<file path="config.mk">
export PLATFORM = sky130hd
export DESIGN_NAME = rename_stage
export DESIGN_NICKNAME = d
export VERILOG_FILES = /design/src/rtl/rename_stage_pkg.sv /design/src/rtl/rename_stage_free_list.sv /design/src/rtl/rename_stage.sv
export SDC_FILE = /design/constraint.sdc
export NUM_CORES = 1
export LEC_CHECK = 0
export CAP_MARGIN = 30
export CORE_UTILIZATION = 54
export CTS_CLUSTER_DIAMETER = 60
export DETAILED_ROUTE_END_ITERATION = 10
export HOLD_SLACK_MARGIN = 0.12
export PLACE_DENSITY = 0.77
export SLEW_MARGIN = 0
export SYNTH_ARGS = -nofsm -noshare
export SYNTH_HDL_FRONTEND = slang
export SYNTH_SLANG_ARGS = --single-unit
</file>
<file path="constraint.sdc">
create_clock -name clk -period 3.2 [get_ports clk]
set_clock_uncertainty 0.2 [all_clocks]
set_input_delay 0.64 -clock clk [delete_from_list [all_inputs] [get_ports clk]]
set_output_delay 0.64 -clock clk [all_outputs]
set_load 0.005 [all_outputs]
</file>
<file path="src/rtl/rename_stage_pkg.sv">
// Shared types and constants for the register-rename stage.
// Opcode encodings follow the RV32I base major opcodes.
package rename_stage_pkg;

  localparam int ARCH_REGS   = 32;
  localparam int PHYS_REGS   = 64;
  localparam int PREG_W      = 6;
  localparam int FL_DEPTH    = PHYS_REGS - ARCH_REGS;
  localparam int FL_PTR_W    = 5;
  localparam int FL_CNT_W    = 6;
  localparam int AREG_W      = 5;
  localparam int PC_W        = 12;
  localparam int C_SIG_WIDTH = 7;
  localparam int ALU_W       = 3;

  typedef enum logic [6:0] {
    OP_RTYPE = 7'b0110011,
    OP_ITYPE = 7'b0010011,
    OP_LOAD  = 7'b0000011,
    OP_LUI   = 7'b0110111,
    OP_STORE = 7'b0100011
  } opcode_e;

  typedef struct packed {
    logic                   valid;
    logic [PC_W-1:0]        pc;
    logic [C_SIG_WIDTH-1:0] c_sig;
    logic [ALU_W-1:0]       alu_sig;
    logic [31:0]            imm;
    logic [PREG_W-1:0]      prs1;
    logic [PREG_W-1:0]      prs2;
    logic [PREG_W-1:0]      prd;
    logic [PREG_W-1:0]      old_prd;
    logic                   has_rd;
  } rename_pkt_t;

  // Only these opcodes produce a register result; x0 is never renamed.
  function automatic logic writes_rd(input logic [6:0] opcode, input logic [AREG_W-1:0] rd);
    logic result;
    result = 1'b0;
    case (opcode)
      OP_RTYPE, OP_ITYPE, OP_LOAD, OP_LUI: result = (rd != '0);
      default:                             result = 1'b0;
    endcase
    return result;
  endfunction

endpackage

</file>
<file path="src/rtl/rename_stage_free_list.sv">
// Circular FIFO of free physical tags, preloaded with p32..p63 at reset.
// With RENAME_TRACE_EN defined, dropped and duplicate retires are reported.
module rename_stage_free_list
  import rename_stage_pkg::*;
(
  input  logic                clk,
  input  logic                rst,
  input  logic                pop,
  input  logic                push,
  input  logic [PREG_W-1:0]   push_tag,
  output logic [PREG_W-1:0]   head_tag,
  output logic [FL_CNT_W-1:0] count
);

  logic [PREG_W-1:0]   mem [FL_DEPTH];
  logic [FL_PTR_W-1:0] head;
  logic [FL_PTR_W-1:0] tail;
  logic                push_ok;
  logic                pop_ok;

  // A push into a full list is dropped; the pop side is never asked to underflow.
  assign push_ok  = push && (count != FL_CNT_W'(FL_DEPTH));
  assign pop_ok   = pop && (count != '0);
  assign head_tag = mem[head];

  always_ff @(posedge clk) begin
    if (rst) begin
      head  <= '0;
      tail  <= '0;
      count <= FL_CNT_W'(FL_DEPTH);
      for (int i = 0; i < FL_DEPTH; i++) begin
        mem[i] <= PREG_W'(ARCH_REGS + i);
      end
    end else begin
      if (pop_ok) begin
        head <= head + 1'b1;
      end
      if (push_ok) begin
        mem[tail] <= push_tag;
        tail      <= tail + 1'b1;
      end
      count <= count + FL_CNT_W'(push_ok) - FL_CNT_W'(pop_ok);
    end
  end

`ifdef RENAME_TRACE_EN
  always_ff @(posedge clk) begin
    if (!rst && push) begin
      if (!push_ok) begin
        $display("[rename] retire p%0d dropped: free list full", push_tag);
      end
      for (int i = 0; i < FL_DEPTH; i++) begin
        if (({1'b0, FL_PTR_W'(i) - head} < count) && (mem[i] == push_tag)) begin
          $display("[rename] retire p%0d already present in free list", push_tag);
        end
      end
    end
  end
`endif

endmodule

</file>
<file path="src/rtl/rename_stage.sv">
// Register-rename stage: RAT lookup, free-list allocation and registered output packet.
// Define RENAME_TRACE_EN to print a trace line per accepted instruction and per bad retire.
module rename_stage
  import rename_stage_pkg::*;
(
  input  logic                   clk,
  input  logic                   rst,
  input  logic                   in_valid,
  output logic                   in_ready,
  input  logic [31:0]            instr_in,
  input  logic [PC_W-1:0]        pc_in,
  input  logic [C_SIG_WIDTH-1:0] c_sig_in,
  input  logic [ALU_W-1:0]       alu_sig_in,
  input  logic [31:0]            imm_in,
  output logic                   out_valid,
  input  logic                   out_ready,
  output logic [PC_W-1:0]        out_pc,
  output logic [C_SIG_WIDTH-1:0] out_c_sig,
  output logic [ALU_W-1:0]       out_alu_sig,
  output logic [31:0]            out_imm,
  output logic [PREG_W-1:0]      out_prs1,
  output logic [PREG_W-1:0]      out_prs2,
  output logic [PREG_W-1:0]      out_prd,
  output logic [PREG_W-1:0]      out_old_prd,
  output logic                   out_has_rd,
  input  logic                   retire_valid,
  input  logic [PREG_W-1:0]      retire_preg
);

  logic [PREG_W-1:0]   rat [ARCH_REGS];
  logic [AREG_W-1:0]   rd;
  logic [AREG_W-1:0]   rs1;
  logic [AREG_W-1:0]   rs2;
  logic [6:0]          opcode;
  logic                dec_writes_rd;
  logic                accept;
  logic                fl_pop;
  logic                fl_push;
  logic [PREG_W-1:0]   fl_head_tag;
  logic [FL_CNT_W-1:0] fl_count;
  rename_pkt_t         pkt_d;
  rename_pkt_t         pkt_q;
  logic                unused_instr_bits;

  assign opcode            = instr_in[6:0];
  assign rd                = instr_in[11:7];
  assign rs1               = instr_in[19:15];
  assign rs2               = instr_in[24:20];
  assign unused_instr_bits = ^{instr_in[31:25], instr_in[14:12]};
  assign dec_writes_rd     = writes_rd(opcode, rd);

  // Handshake: a transfer happens on a rising edge where valid && ready.
  // Upstream is ready when the output slot is empty or draining this cycle and,
  // for instructions that need a destination, a free tag exists. A presented
  // output packet stays unchanged until out_ready takes it.
  assign in_ready = (!pkt_q.valid || out_ready) && (!dec_writes_rd || (fl_count != '0));
  assign accept   = in_valid && in_ready;
  assign fl_pop   = accept && dec_writes_rd;
  assign fl_push  = retire_valid && (retire_preg != '0);

  rename_stage_free_list u_free_list (
    .clk      (clk),
    .rst      (rst),
    .pop      (fl_pop),
    .push     (fl_push),
    .push_tag (retire_preg),
    .head_tag (fl_head_tag),
    .count    (fl_count)
  );

  // Sources come from the pre-edge RAT, so a back-to-back consumer sees the
  // producer's mapping because the RAT was written at the producer's accept edge.
  always_comb begin
    pkt_d         = '0;
    pkt_d.valid   = 1'b1;
    pkt_d.pc      = pc_in;
    pkt_d.c_sig   = c_sig_in;
    pkt_d.alu_sig = alu_sig_in;
    pkt_d.imm     = imm_in;
    pkt_d.prs1    = (rs1 == '0) ? '0 : rat[rs1];
    pkt_d.prs2    = (rs2 == '0) ? '0 : rat[rs2];
    pkt_d.has_rd  = dec_writes_rd;
    if (dec_writes_rd) begin
      pkt_d.prd     = fl_head_tag;
      pkt_d.old_prd = rat[rd];
    end
  end

  always_ff @(posedge clk) begin
    if (rst) begin
      pkt_q <= '0;
      for (int i = 0; i < ARCH_REGS; i++) begin
        rat[i] <= PREG_W'(i);
      end
    end else begin
      if (accept) begin
        pkt_q <= pkt_d;
        if (dec_writes_rd) begin
          rat[rd] <= fl_head_tag;
        end
      end else if (out_ready) begin
        pkt_q.valid <= 1'b0;
      end
    end
  end

  assign out_valid   = pkt_q.valid;
  assign out_pc      = pkt_q.pc;
  assign out_c_sig   = pkt_q.c_sig;
  assign out_alu_sig = pkt_q.alu_sig;
  assign out_imm     = pkt_q.imm;
  assign out_prs1    = pkt_q.prs1;
  assign out_prs2    = pkt_q.prs2;
  assign out_prd     = pkt_q.prd;
  assign out_old_prd = pkt_q.old_prd;
  assign out_has_rd  = pkt_q.has_rd;

`ifdef RENAME_TRACE_EN
  always_ff @(posedge clk) begin
    if (!rst && accept) begin
      $display("[rename] pc=%03h x%0d->p%0d old=p%0d prs1=p%0d prs2=p%0d",
               pc_in, rd, pkt_d.prd, pkt_d.old_prd, pkt_d.prs1, pkt_d.prs2);
    end
  end
`endif

endmodule

</file>
**Word level (Yosys, flattened, before mapping)**

Memory sizes are Yosys's and may differ from the RTL's. A register that Yosys moved wholly into a read port is not among the register bits.
Index checks and enable logic that the tools add are counted.

- Reduce and logical (&&, ||, !) cells: 19
- $add $sub $neg: 4
- Mux-type cells: 23
- Equal/unequal tests: 5

Operators by type and width:

| cell | number |
|---|---|
| 6-bit 2-to-1 mux | 4 |
| 5-bit 2-to-1 mux | 4 |
| 7-bit by 6-bit equality test with 1-bit output, second input constant | 2 |
| 1-bit 2-to-1 mux | 14 |
| 12-bit 2-to-1 mux | 1 |
| 6-bit nonzero test | 2 |
| 6-bit OR reduction | 2 |
| 5-bit by 1-bit adder with 5-bit output, second input constant | 2 |
| 5-bit logical NOT | 2 |
| 7-bit by 2-bit equality test with 1-bit output, second input constant | 1 |
| 7-bit by 5-bit equality test with 1-bit output, second input constant | 1 |
| 6-bit by 1-bit adder with 6-bit output | 1 |
| 1-bit logical AND | 6 |
| 6-bit inequality test, second input constant | 1 |
| 6-bit by 1-bit subtractor with 6-bit output | 1 |
| 5-bit nonzero test | 1 |
| 4-bit OR reduction | 1 |
| 1-bit logical NOT | 2 |
| 1-bit logical OR | 2 |
| 2-bit nonzero test | 1 |

- Flip-flop bits (word level): 96
- Memories kept: 2
- Memory bits (writable): 384
- Output and inout port bits: 81

Memory list:

| memory | words | width | rd ports | clocked after Yosys merged registers in | write ports | RTL line | text |
|---|---|---|---|---|---|---|---|
| rat | 32 | 6 | 3 | 0 | 32 | rename_stage.sv:30 | `logic [PREG_W-1:0] rat [ARCH_REGS];` |
| u_free_list.mem | 32 | 6 | 1 | 1 | 32 | rename_stage_free_list.sv:15 | `logic [PREG_W-1:0] mem [FL_DEPTH];` |

**Longest topological paths before layout**

Gate-level depths: netlist (run 1).

- Depth in word-level cells: 12
- Depth in mapped cells: 15
- Depth with buffers taken out: 15

**Modules after synthesis**

Synthesis (run 1) repeated with hierarchy kept, for this count alone.

- Cells, all modules: 1994
- Area total of the unflattened synthesis: 24994.0 um^2

Modules (own cells, without submodules):

| module | area each (um^2) | cells each | times used |
|---|---|---|---|
| rename_stage | 14744.1 | 1206 | 1 |
| rename_stage_free_list | 10249.8 | 788 | 1 |

**Worst setup path after synthesis (run 1)**

OpenSTA, ideal clock, no wires.

- Kind: input port to flip-flop
- Start point: input port instr_in[7]
- End point: register u_free_list.count[4]
- Library setup time: 0.128 ns
- Data required time: 2.872 ns
- Slack: -0.006 ns
- Path buffers: 2
- Cell stages on the path: 15
- Arrival: 2.879 ns
- Path through: buf_2 > or2_1 > buf_2 > nor2_2 > nor3_2 > ha_1 > inv_1 > ha_1 > inv_1 > fa_1 > inv_1 > a21oi_1 > o21bai_1 > xnor2_1 > nor2_1

- Longest elaborated chain between the ends: 9

RTL lines:

| what | RTL line | text |
|---|---|---|
| start, declared | rename_stage.sv:10 | `input logic [31:0] instr_in,` |
| 5-bit nonzero test (*) | rename_stage_pkg.sv:42 | `OP_RTYPE, OP_ITYPE, OP_LOAD, OP_LUI: result = (rd != '0);` |
| 1-bit 2-to-1 mux (*) | rename_stage_pkg.sv:41 | `case (opcode)` |
| 1-bit logical NOT | rename_stage.sv:56 | `assign in_ready = (!pkt_q.valid \|\| out_ready) && (!dec_writes_rd \|\| (fl_count != '0));` |
| 1-bit logical OR | rename_stage.sv:56 |  |
| 1-bit logical AND | rename_stage.sv:56 |  |
| 1-bit logical AND | rename_stage.sv:57 | `assign accept = in_valid && in_ready;` |
| 1-bit logical AND (*) | rename_stage.sv:58 | `assign fl_pop = accept && dec_writes_rd;` |
| 1-bit logical AND (*) | rename_stage_free_list.sv:23 | `assign pop_ok = pop && (count != '0);` |
| 6-bit by 1-bit subtractor with 6-bit output (*) | rename_stage_free_list.sv:42 | `count <= count + FL_CNT_W'(push_ok) - FL_CNT_W'(pop_ok);` |
| end signal, assigned | rename_stage_free_list.sv:30 | `count <= FL_CNT_W'(FL_DEPTH);` |
| end signal, assigned | rename_stage_free_list.sv:42 |  |
| end, declared | rename_stage_free_list.sv:12 | `output logic [FL_CNT_W-1:0] count` |

Mark *: on every way between the ends. The rest lies on a longest branch, timed or not.
A chain may end at the register's enable or synchronous reset.

**Final worst setup path (run 1)**

- Start point: input port instr_in[10]
- End point: output port in_ready

- Longest elaborated chain between the ends: 5

RTL lines:

| what | RTL line | text |
|---|---|---|
| 5-bit nonzero test | rename_stage_pkg.sv:42 |  |
| 1-bit 2-to-1 mux | rename_stage_pkg.sv:41 |  |
| 1-bit logical NOT | rename_stage.sv:56 |  |
| 1-bit logical OR | rename_stage.sv:56 |  |
| 1-bit logical AND | rename_stage.sv:56 |  |
| end, declared | rename_stage.sv:9 | `output logic in_ready,` |

No other way between the ends.

==> metrics.md, run 1 <==
| Metric | Value |
|---|---|
| Status | completed |
| Critical Path AT | 2.29 ns |
| EDFF count, synth | 384 |
| CTS tree | yes |
| Req. time, crit path | 2.36 ns |
| H-tree depth | 2 |
| Clock Sinks | 485 |
| Unrepaired setup endpoints after global routing | no |
| Drt drc | 0 |
| Delay of the slowest critical-path stage | 0.44 ns |
| Max-Cap Viols | 0 |
| Core Rows | 77 |
| Slew HR | 40.4% |
| DRT Wirelength | 73.0 mm |
| HPWL Detailed | 50.5 mm |
| Pre-Repair DR Iteration Count | 5 |
| Die width | 216 um |
| Leading area contributor after synthesis | edfxtp_1 |
| Worst-path clk slew | 0.06 ns |
| Setup CP Type | primary input to primary output |
| Max Clk Rate | 319 MHz |
| Core area | 44,600 um^2 |
| Die area | 46,500 um^2 |
| Global route overflow | 0 |
| Vias in the first global route | 18,600 |
| Finished Cell Area | 29,500 um^2 |
| Post-synth ARST share | 0% |
| Via count | 18,700 |
| Final worst path period share | 98.0% |
| P_leak | 9.43 nW |
| Antenna viol nets, final | 0 |
| Core Util, Final | 66.1% |
| Post-route total power | 0.0154 W |
| Start point of the worst hold path | rst |
| CP endpoint kind | primary output |
| Synth Flop Type | edfxtp_1 |
| Clk Latency, worst-skew pair | 0.59 ns |
| Commonest cells post-synth | edfxtp_1 (384), nand2_1 (306), nor2_1 (206) |
| Placed Cells | 2,772 |
| Worst path bufs/invs | 4 |
| Power Density | 523 nW/um^2 |
| Initial Util | 55.2% |
| Fill count | 3,162 |
| Mean Syn Cell Area | 12.1 um^2 |
| IO buf count | 167 |
| Post-DP Area | 27,700 um^2 |
| Worst path top cell family by delay | buffers and inverters |
| Final cell count without fillers | 2,867 |
| Startpoint Class | primary input |
| Worst hold margin | 0.158 ns |
| Layout cells sized above 1 | 21.7% |
| GRT Total Usage | 31.6% |
| CTS Hold Bufs | 0 |
| Largest net degree at the start of global routing | 72 |
| GPL Wtd Cong | 0.941 |
| Synth top area cells | edfxtp_1 (47%), mux4_2 (15%), dfxtp_1 (8.2%), nand2_1 (4.7%), nor2_1 (3.1%) |
| Sequential fraction of the synthesis area | 55.0% |
| Die Span Y | 216 um |
| CP Depth | 7 |
| Hold Crit Endpoint | out_c_sig[4] |
| R2R depth | 9 |
| Slew Limit Fails | 0 |
| R2R setup slack | 0.38 ns |
| Hold-critical path depth | 2 |
| Final Hold Viols | 0 |
| Peak supply drop | 0.000543 V |
| Slowest library cell on the worst path | or3_4 |
| Yosys warns | 0 |
| Layout Nets | 2,348 |
| Hold Path Class | primary input to flip-flop |
| Area of the mapped netlist | 24,600 um^2 |
| FF-to-FF End | rat[7][5] |
| Worst Tran Pin Value | 0.892 ns |
| Initial antenna violation count | 1 |
| Yosys cell types | 65 |
| R2R Path Start | u_free_list.count[2] |
| Post-layout min period | 3.13 ns |
| # setup viols final | 0 |
| Top cell type's share of synthesized area | 46.8% |
| WL/cell | 25.5 um |
| Crit-path cells | clkdlybuf4s50_1 > or3_4 > nor2_4 > buf_4 > buf_6 > o31a_1 > clkdlybuf4s15_1 |
| Violation count after the first detailed-routing iteration | 2,311 |
| Area growth, synth to finish | 19.7% |
| Routed vias/inst | 6.53 |
| Longest Clk Path Bufs | 3 |
| CTS root buf | clkbuf_16 |
| # IOs | 178 |
| First-pass GRT wire length | 111 mm |
| Num CTS Buffers | 52 |
| Yosys reg bits | 485 |
| Count leader, synth | edfxtp_1 |
| Crit Path Max Fanout | 4 |
| Mapped Cells | 2,042 |
## logic make-up (layout without fill, tap and decap cells)
logic type | count (synthesis) | count (layout) | share of synthesized area (%)
adders and majority gates | 15 | 15 | 0.792
other | 1 | 7 | 0.0152
muxes | 233 | 233 | 18.1
and+or+nand+nor | 806 | 806 | 14.7
xor gates and xnor gates | 8 | 8 | 0.284
AOI/OAI and AO/OA | 271 | 271 | 6.99
DFF | 485 | 485 | 55.0
buffers and inverters | 223 | 450 | 4.03
## worst max path at each step
| stage | start | to | slack, ns |
|---|---|---|---|
| 2_1_floorplan | instr_in[11] | u_free_list.count[4] | 0.02 |
| 3_3_place_gp | instr_in[11] | u_free_list.count[4] | -0.41 |
| 3_5_place_dp | instr_in[11] | u_free_list.count[4] | -0.48 |
| 4_1_cts | instr_in[11] | u_free_list.count[4] | 0.005 |
| 5_1_grt | instr_in[10] | u_free_list.count[4] | 0.0006 |
| 6_report | instr_in[10] | in_ready | 0.07 |
## power by group
part | internal, W | switching (W)
sequential | 0.00699 | 0.000136
clock | 0.00360 | 0.00243
combinational | 0.000945 | 0.00132
## state kept, by name, summed over array words and instances, names as in the netlist, named ones only
signal and count:
out_prs2 6, u_free_list.tail 5, u_free_list.mem 192, rat 192, out_prd 6, out_prs1 6, out_valid 1, out_alu_sig 3
out_imm 32, out_has_rd 1, out_c_sig 7, u_free_list.count 6, out_pc 12, u_free_list.head 5, out_old_prd 6
## layer usage
layer / global-route usage (%) / part of all wire [%]
met1: 40.3 / 36
met2: 52.9 / 49
met3: 5.51 / 10
met4: 14.6 / 4.9
met5: 0 / 0.015
## repair_timing
action,CTS,global route
gates cloned,0,0
resized for setup,3,6
buffers inserted,1,1
pin swaps,1,4
endpoints found under the setup margin,1,3
## metrics by stage
| stage | setup TNS, ns | setup WS (ns) |
|---|---|---|
| finish | 0 | 0.0651 |
| global route | 0 | 0.000599 |
| CTS | 0 | 0.00450 |
| detailed placement | -96.89 | -0.482 |
| global placement | -55.26 | -0.412 |
| floorplan | 0 | 0.0240 |
## cell type report
cell class	instances	area, um^2	share of cell area, %
Tap cell	592	741	2.51
Clock buffer	75	1480	5.02
Multi-Input combinational cell	1339	10200	34.5
Inverter	28	105	0.356
Timing Repair Buffer	330	3210	10.9
Antenna cell	1	2.50	0.00848
Sequential cell	485	13600	46.0
Clock inverter	17	224	0.759
## layout by cell type (no fill, tap or decap), types with 38 or more instances in the layout
| cell | synthesis | layout |
|---|---|---|
| edfxtp_1 | 384 | 384 |
| nand3_1 | 91 | 91 |
| mux2_2 | 38 | 38 |
| a21oi_1 | 84 | 84 |
| o22ai_1 | 84 | 84 |
| nor2_1 | 206 | 206 |
| clkbuf_16 | 0 | 54 |
| nand2_1 | 306 | 306 |
| buf_4 | 7 | 139 |
| dfxtp_1 | 101 | 99 |
| nor3_1 | 67 | 67 |
| clkdlybuf4s50_1 | 0 | 159 |
| mux4_2 | 162 | 162 |
(Power assumes the default switching activity.)
==> inputs of run 2 (changes only) <==
==> constraint.sdc (replaced) <==
create_clock -name clk -period 3.2 [get_ports clk]
set_clock_uncertainty 0.2 [all_clocks]
set_input_delay 0.64 -clock clk [delete_from_list [all_inputs] [get_ports clk]]
set_output_delay 0.64 -clock clk [all_outputs]
set_load 0.01 [all_outputs]
==> run 2 against run 1 <==
Net effect: final cell count rose by 0.10%; largest power group unchanged; first-iteration DRC count increased by 4.6%; clock-buffer cell count shrank 11; register-to-register slack got worse by 0.09 ns; critical path depth shrank 1.
==> metrics.md, run 2 (synthesis gave the netlist of run 1 again) <==
| Metric | Value |
|---|---|
| Max-Cap Viols | 0 |
| Post-route total power | 0.0153 W |
| # IOs | 178 |
| CTS root buf | clkbuf_16 |
| Die area | 46,500 um^2 |
| Final Hold Viols | 0 |
| Setup CP Type | primary input to primary output |
| Vias in the first global route | 18,400 |
| Core Rows | 77 |
| H-tree depth | 2 |
| Status | completed |
| Violation count after the first detailed-routing iteration | 2,418 |
| Fill count | 3,169 |
| Crit Path Max Fanout | 4 |
| CTS Hold Bufs | 0 |
| Num CTS Buffers | 51 |
| Req. time, crit path | 2.36 ns |
| Commonest non-fill, non-tap cell in the layout | edfxtp_1 |
| Initial Util | 55.2% |
| CP endpoint kind | primary output |
| Slew HR | 53.1% |
| Routed vias/inst | 6.53 |
| Largest net degree at the start of global routing | 72 |
| # setup viols final | 0 |
| IO buf count | 167 |
| Pre-Repair DR Iteration Count | 6 |
| Post-route setup TNS | 0 ns |
| Hold Path Class | primary input to flip-flop |
| # diodes | 0 |
| Worst-path clk slew | 0.06 ns |
| HPWL Detailed | 50.8 mm |
| Slew Limit Fails | 0 |
| Max Clk Rate | 317 MHz |
| Via count | 18,700 |
| Antenna viol nets, final | 0 |
| Worst Tran Pin Value | 0.703 ns |
| Core area | 44,600 um^2 |
| GRT Total Usage | 31.6% |
| Drt drc | 0 |
| Die width | 216 um |
| Layout cells sized above 1 | 22.1% |
| Peak supply drop | 0.000517 V |
| Clock Sinks | 485 |
| Clk Latency, worst-skew pair | 0.61 ns |
| Unrepaired setup endpoints after global routing | no |
| Area growth, synth to finish | 19.4% |
| Global route overflow | 0 |
| P_leak | 9.43 nW |
| First-pass GRT wire length | 110 mm |
| GPL Wtd Cong | 1.01 |
| CTS tree | yes |
| Final worst path period share | 98.5% |
| Commonest non-fill, non-tap cells in the layout | edfxtp_1 (384), nand2_1 (306), nor2_1 (206), mux4_2 (162), clkdlybuf4s50_1 (159) |
| WL/cell | 25.6 um |
| Critical Path AT | 2.31 ns |
| Startpoint Class | primary input |
| Post-layout min period | 3.15 ns |
| Die Span Y | 216 um |
| Initial antenna violation count | 3 |
| DRT Wirelength | 73.5 mm |
| Power Density | 520 nW/um^2 |
| Layout Nets | 2,350 |
| Longest Clk Path Bufs | 3 |
## run 2: cell types whose count changed in the layout (fill, tap and decap cells not counted), moves of 3 or more
cell | previous run | this run
clkbuf_2 | 0 | 3
clkbuf_1 | 16 | 8
inv_6 | 0 | 3
buf_4 | 139 | 142
clkbuf_8 | 5 | 1
clkinv_2 | 4 | 12
## run 2: area by class of cell
cell class / count / area (um^2) / share of cell area (%)
multi-input cells: 1339 / 10200 / 34.5
repair buffers: 333 / 3230 / 11.0
inverters: 28 / 105 / 0.357
flip-flops and latches: 485 / 13600 / 46.1
clock inverters: 29 / 279 / 0.948
clock buffers: 64 / 1360 / 4.62
well taps: 592 / 741 / 2.52
## run 2: what timing repair did
| action | CTS | global route |
|---|---|---|
| endpoints found under the setup margin | 1 | 1 |
| gates resized for setup | 3 | 1 |
| pin swaps | 1 | 3 |
| hold endpoints to repair | 0 | 0 |
| buffers inserted | 1 | 0 |
## run 2: worst max-delay path, stage by stage
cell and delay (ns):
clkdlybuf4s50_1 0.48, and2_1 0.18, o2111ai_2 0.22, buf_4 0.22, o31a_1 0.26, dlygate4sd2_1 0.30
## run 2: worst paths after layout
check | cells past startpoint | end | start | slack, ns
hold / removal | 2 | u_free_list.count[1] | rst | 0.16
hold reg to reg | 2 | out_alu_sig[0] | out_alu_sig[0] | 0.25
setup reg to reg | 10 | rat[30][3] | u_free_list.count[2] | 0.29
setup / recovery | 6 | in_ready | instr_in[5] | 0.05
## run 2: stage by stage
| stage | cells | utilization, % | worst slack (ns) | area, um^2 | hold slack [ns] |
|---|---|---|---|---|---|
| 6_report | 2870 | 66.0 | 0.0488 | 29400 | 0.165 |
| 5_1_grt | 2870 | 66.0 | 0.00784 | 29400 | 0.167 |
| 4_1_cts | 2870 | 66.0 | 0.0545 | 29400 | 0.142 |
| 3_5_place_dp | 2776 | 62.3 | -0.396 | 27800 | 0.247 |
| 3_3_place_gp | 2775 | 62.3 | -0.411 | 27800 | 0.242 |
| 2_1_floorplan | 2047 | - | 0.0240 | 24700 | 0.281 |
## run 2: metal layers
metal / share of wire, % / vias up / track usage [%]
met5: 0.019 / - / 0
li1: - / 8086 / -
met1: 35 / 9080 / 39.1
met3: 11 / 248 / 6.96
met4: 5.4 / 4 / 15.4
met2: 49 / 1310 / 52.6
## run 2: power by group
group	internal (W)	switching, W	leakage [nW]
Combinational	0.000950	0.00133	4.52
Sequential	0.00699	0.000141	4.11
Clock	0.00335	0.00252	0.804
